==> config.mk <==
export PLATFORM = sky130hd
export DESIGN_NAME = pwm_hum_multi
export DESIGN_NICKNAME = d
export VERILOG_FILES = /design/src/rtl/pwm_hum_multi.sv
export SDC_FILE = /design/constraint.sdc
export NUM_CORES = 1
export LEC_CHECK = 0
export ABC_AREA = 1
export BUFFER_PORTS_ARGS = -buffer_cell sky130_fd_sc_hd__buf_2
export CAP_MARGIN = 20
export CORE_MARGIN = 2
export CORE_UTILIZATION = 35
export CTS_CLUSTER_DIAMETER = 120
export DETAILED_ROUTE_END_ITERATION = 12
export SYNTH_ARGS = -nofsm -noshare
export SYNTH_HDL_FRONTEND = slang
export SYNTH_SLANG_ARGS = --single-unit
==> constraint.sdc <==
create_clock -name clk -period 1.5 [get_ports clk]
set_input_delay 0.15 -clock clk [delete_from_list [all_inputs] [get_ports clk]]
set_output_delay 0.15 -clock clk [all_outputs]
set_load 0.03 [all_outputs]
==> src/rtl/pwm_hum_multi.sv <==
// Multi-channel humidity-driven PWM: one shared period counter, per-channel duty decoded from a humidity decile.
// Define PWM_HUM_MULTI_RAMP_EN for soft-start ramping of the applied duty; otherwise the target loads directly at each wrap.
module pwm_hum_multi #(
  parameter int unsigned NCH    = 2,
  parameter int unsigned CNT_W  = 10,
  parameter int unsigned PERIOD = 999,
  parameter int unsigned STEP   = 50
) (
  input  logic               clk,
  input  logic               rst,
  input  logic               en,
  input  logic [4*NCH-1:0]   humidity10,
  output logic [NCH-1:0]     pwm,
  output logic               period_end,
  output logic [NCH-1:0]     ramping
);

  localparam int unsigned    DW     = CNT_W + 7;
  localparam logic [DW-1:0]  PER_W  = DW'(PERIOD);
  localparam logic [DW-1:0]  STEP_W = DW'(STEP);
  localparam logic [DW-1:0]  T20    = (PER_W * DW'(20)) / DW'(100);
  localparam logic [DW-1:0]  T50    = (PER_W * DW'(50)) / DW'(100);
  localparam logic [DW-1:0]  T80    = (PER_W * DW'(80)) / DW'(100);

  logic [CNT_W-1:0] counter;
  logic [CNT_W-1:0] duty_cur [NCH];
  logic [CNT_W-1:0] target   [NCH];
  logic [CNT_W-1:0] duty_nxt [NCH];
  logic             wrap_c;

  assign wrap_c = (counter == CNT_W'(PERIOD));

  // Decile to target duty decode
  always_comb begin
    for (int i = 0; i < NCH; i++) begin
      target[i] = '0;
      case (humidity10[4*i +: 4])
        4'd0, 4'd1:       target[i] = CNT_W'(T20);
        4'd2, 4'd3, 4'd4: target[i] = CNT_W'(T50);
        4'd5, 4'd6, 4'd7: target[i] = CNT_W'(T80);
        default:          target[i] = '0;
      endcase
    end
  end

`ifdef PWM_HUM_MULTI_RAMP_EN
  logic [DW-1:0] delta;

  // Move toward the target by at most STEP, landing exactly on it when closer
  always_comb begin
    delta = '0;
    for (int i = 0; i < NCH; i++) begin
      duty_nxt[i] = target[i];
      if (target[i] >= duty_cur[i]) begin
        delta = DW'(target[i]) - DW'(duty_cur[i]);
        if (delta > STEP_W) duty_nxt[i] = duty_cur[i] + CNT_W'(STEP_W);
      end else begin
        delta = DW'(duty_cur[i]) - DW'(target[i]);
        if (delta > STEP_W) duty_nxt[i] = duty_cur[i] - CNT_W'(STEP_W);
      end
    end
  end
`else
  always_comb begin
    for (int i = 0; i < NCH; i++) duty_nxt[i] = target[i];
  end
`endif

  // Counter, duty latch at wrap, and registered outputs; en=0 clears everything
  always_ff @(posedge clk or negedge rst) begin
    if (!rst) begin
      counter    <= '0;
      period_end <= 1'b0;
      pwm        <= '0;
      ramping    <= '0;
      for (int i = 0; i < NCH; i++) duty_cur[i] <= '0;
    end else if (!en) begin
      counter    <= '0;
      period_end <= 1'b0;
      pwm        <= '0;
      ramping    <= '0;
      for (int i = 0; i < NCH; i++) duty_cur[i] <= '0;
    end else begin
      counter    <= wrap_c ? '0 : counter + CNT_W'(1);
      period_end <= wrap_c;
      for (int i = 0; i < NCH; i++) begin
        if (wrap_c) duty_cur[i] <= duty_nxt[i];
        pwm[i]     <= (counter < duty_cur[i]);
        ramping[i] <= (duty_cur[i] != target[i]);
      end
    end
  end

endmodule
Word level (Yosys, flattened, before mapping)
Memory sizes are Yosys's and may differ from the RTL's. Index checks and enable logic that the tools add are counted.

$add $sub $neg: 1. Order comparisons: 2. Equality and inequality tests: 4. Muxes and demuxes: 10.

Operator list (count): 2-to-1 mux 10 bit (6); less-than comparator 10 bit (2); 2-to-1 mux 20 bit (1); inequality test 10 bit (2); adder 10 x 1 -> 10 bit, second input constant (1); == test 10 bit, second input constant (1); 2-to-1 mux 2 bit (2); inequality test 2 x 1 -> 1 bit, second input constant (1); 2-to-1 mux 1 bit (1).

Flip-flop bits (word level): 35. ROM bits: 128. Bits of input ports: 11. Output and inout port bits: 5. Logic and storage cells: 25. Memories kept: 2.

Memory list: (name not given) (depth 8, width 8, read ports 1, clocked after memory_dff 0, write ports 0, line 37) `case (humidity10[4*i +: 4])`; (name not given) (depth 8, width 8, read ports 1, clocked after memory_dff 0, write ports 0, line 37).

Logic depth before layout (Yosys ltp)
An unclocked memory read counts as a cell.

Depth after elaboration: 4. Depth in mapped cells: 9.

Worst setup path before layout
No wires, ideal clock.

Path kind: register to register. From: reg counter[0]. To: reg counter[4]. Arrival: 1193 ps. Slack: 184 ps. Cell stages (with the launch flop): 10. Buffers on the path: 1. Clock period less this slack: 1316 ps. Cell sequence: dfrtp_1 > ha_1 > nand2_1 > inv_1 > nand3_2 > nand2_2 > buf_6 > inv_2 > o21ai_1 > nor2_1.

Cells in the longest elaborated chain, start to end: 3. Elaborated cells between the ends (all ways): 4. Classes of those cells: add/sub (1); eq/ne (1); mux (2).

Ends and longest elaborated chain: start: declaration (line 25) `logic [CNT_W-1:0] counter;`; start signal: assignment (line 84) `counter <= wrap_c ? '0 : counter + CNT_W'(1);`; adder 10 x 1 -> 10 bit / == test 10 bit (equally long branches) (line 84, 31); 2-to-1 mux 10 bit (*) (line 84); 2-to-1 mux 10 bit (*) (line 77) `end else if (!en) begin`.

Mark *: on every way between the ends. The rest lies on a longest branch, timed or not. A chain may end at the register's enable or synchronous reset.

Worst setup path after layout
From: reg counter[0]. To: reg counter[8].

Same word-level chain as after synthesis.

==> results_dict.tcl <==
set metrics [dict create \
    slew_headroom 0.586 \
    clock_skew_ns 0.00260 \
    drtAntennaViolNets 0 \
    row_count 26 \
    final_cell_area_um2 2100 \
    yosysTopAreaCell "dfrtp_1" \
    max_freq_mhz 711 \
    die_y_um 76.8 \
    dp_hpwl_um 3010 \
    dieArea_um2 5900 \
    viasPerCell 4.80 \
    syn2layout_area_growth_pct 13.5 \
    final.setup.tns_ns 0 \
    synth_edf_count 0 \
    cts-root-buf "clkbuf_8" \
    yosysMostFrequentCell "nand2_1" \
    critPathLaunchType "register" \
    route.detailed.wl_per_inst_um 11.8 \
    rr_worst_depth 7 \
    start_util 0.363 \
    avgSynthCellArea_um2 7.79 \
    hold_ws_ns 0.137 \
    synth_nets 268 \
    synth_area_leaders "dfrtp_1 (36%), ha_1 (13%), nand2_1 (9.7%)" \
    dp.cells 325 \
    num_antenna_cells 0 \
    grt_first_pass_wirelength_um 6910 \
    grt_max_degree 28 \
    p_leak_nw 1.05 \
    required_ns 1.69 \
    setup_violations 0 \
    grt_pass1_vias 1491 \
    yosys_register_bits 27 \
    synth_ff_type "dfrtp_1" \
    die_width_um 76.8 \
    min_period_ns 1.41 \
    p_per_area_nw_per_um2 657 \
    drc 0 \
    io_buffers 15 \
    rsz0062_at_grt "true" \
    wirelength_um 3910 \
    rr_endpoint "counter[8]" \
    first_pass_iters 5 \
    final.fill_count 548 \
    period_share 0.938 \
    netlist_instances 238 \
    grtUsageTotal 0.144 \
    rrSetupSlack_ns 0.09 \
    slew_viol_final 0 \
    clk_path_buf_depth 2 \
    hold_viol 0 \
    endpoint_kind "register" \
    synth_top_area_share 0.364 \
    hp-class "input pin to register" \
    r2r-start "counter[0]" \
    syn_area_um2 1850 \
    cp_max_fo 7 \
    final_core_util 0.412 \
    nNetsFinal 291 \
    core-area_um2 5110 \
    criticalPathCategory "register to register" \
    numClockSinks 27 \
    yosysWarnings 0 \
    worst_pin_slew_ns 0.620 \
    hold_path_end "duty_cur[1]" \
    vias 1583 \
    cts_tree "built" \
    critPathArrivalTime_ns 1.59 \
    yosysSeqAreaShare 0.364 \
    final_cells 330 \
    drive_gt1_frac 0.165 \
    post_dp_cell_area_um2 2040 \
    ys_async_sr_fraction 1.00 \
    ys_top_cells_by_count "nand2_1 (48), inv_1 (35), nor2_1 (32)" \
    h-tree-depth 1 \
    yosys.cell_types.count 22 \
    drt-initial-drc-count 68 \
    holdPathStages 2 \
    cts-buffers-inserted 3 \
    io_pins 16 \
    clkTransAtPathRegs_ns 0.09 \
    min-delay-start "humidity10[7]" \
    grt_antenna_before_repair 0 \
    cap_violations 0 \
    status "finished clean" \
    ir_worst_vdd_mv 0.437 \
    gp_congestion 0.839 \
    overflow 0 \
    clkLatencyLatePin_ns 0.27 \
]
## logic make-up (layout without fill, tap and decap cells)
| family | count (synthesis) | count (layout) | share of synthesized area |
|---|---|---|---|
| buffers and inverters | 40 | 62 | 0.0911 |
| DFF | 27 | 27 | 0.364 |
| xor gates and xnor gates | 2 | 2 | 0.00945 |
| adders and majority gates | 19 | 19 | 0.128 |
| and+or+nand+nor | 112 | 112 | 0.263 |
| AOI/OAI and AO/OA | 38 | 38 | 0.144 |
## through the flow
stage / total power, mW / setup WS (ns)
5_1_grt: 1.46 / -0.0112
4_1_cts: 1.40 / 0.0623
6_report: 1.38 / 0.0931
3_3_place_gp: 0.982 / 0.135
2_1_floorplan: 0.899 / 0.184
3_5_place_dp: 0.984 / 0.0867
## timing repair
action,in CTS,in global routing
endpoints found under the hold margin,27,0
endpoints found under the setup margin,0,2
resized for setup,0,5
buffers inserted,0,0
hold buffers,1,0
## registers in the layout, summed over array words and instances, names as in the netlist
register    flops
counter        10
duty_cur       12
period_end      1
pwm             2
ramping         2
## placed cells by master, fill, tap and decap left out
| cell type | count |
|---|---|
| nand2_1 | 47 |
| clkbuf_1 | 1 |
| nor3_4 | 1 |
| o21a_1 | 2 |
| ha_1 | 19 |
| o22ai_1 | 3 |
| a21oi_1 | 13 |
| nor3_1 | 7 |
| inv_1 | 35 |
| dfrtp_1 | 25 |
| nand2_2 | 2 |
| o22ai_2 | 9 |
| nand3_2 | 2 |
| inv_2 | 2 |
| buf_2 | 15 |
| dfrtp_2 | 2 |
| buf_12 | 1 |
| nor2_1 | 31 |
| dlygate4sd3_1 | 1 |
| xor2_1 | 2 |
| nor2_2 | 1 |
| nand4_2 | 1 |
| buf_4 | 4 |
| o21ai_0 | 8 |
| o21ai_1 | 3 |
| nand3_1 | 18 |
| clkbuf_8 | 3 |
| nand4_1 | 2 |
## final cells by class
class / instances / area [µm²] / area share
inverters: 37 / 139 / 0.0660
flip-flops and latches: 27 / 678 / 0.322
multi-input cells: 171 / 1020 / 0.485
well taps: 70 / 87.6 / 0.0416
repair buffers: 21 / 135 / 0.0642
clock buffers: 4 / 45.0 / 0.0214
## worst max-delay path, stage by stage (launching register included)
cell	delay, ns
dfrtp_1	0.39
ha_1	0.22
nand2_2	0.09
inv_1	0.09
nand3_2	0.08
nand2_2	0.08
buf_4	0.17
nor3_1	0.19
## worst max path at each step
stage	to	start	slack [ns]	depth (start not counted)
2_1_floorplan	counter[4]	counter[0]	0.18	9
3_3_place_gp	counter[7]	counter[0]	0.14	7
3_5_place_dp	counter[8]	counter[0]	0.09	7
4_1_cts	counter[8]	counter[0]	0.06	7
5_1_grt	counter[8]	counter[0]	-0.01	7
6_report	counter[8]	counter[0]	0.09	7
## routing by layer
metal,wire length [µm],GRT usage
met2,1850,0.247
met1,1910,0.190
met4,23,0.0218
met3,119,0.0294
met5,0,0
## where the power goes
part	leakage [nW]	switching (mW)	internal [mW]
Clock	0.0228	0.222	0.190
Sequential	0.367	0.00810	0.742
Combinational	0.661	0.141	0.0785
Power figures use the tool's default switching activity.
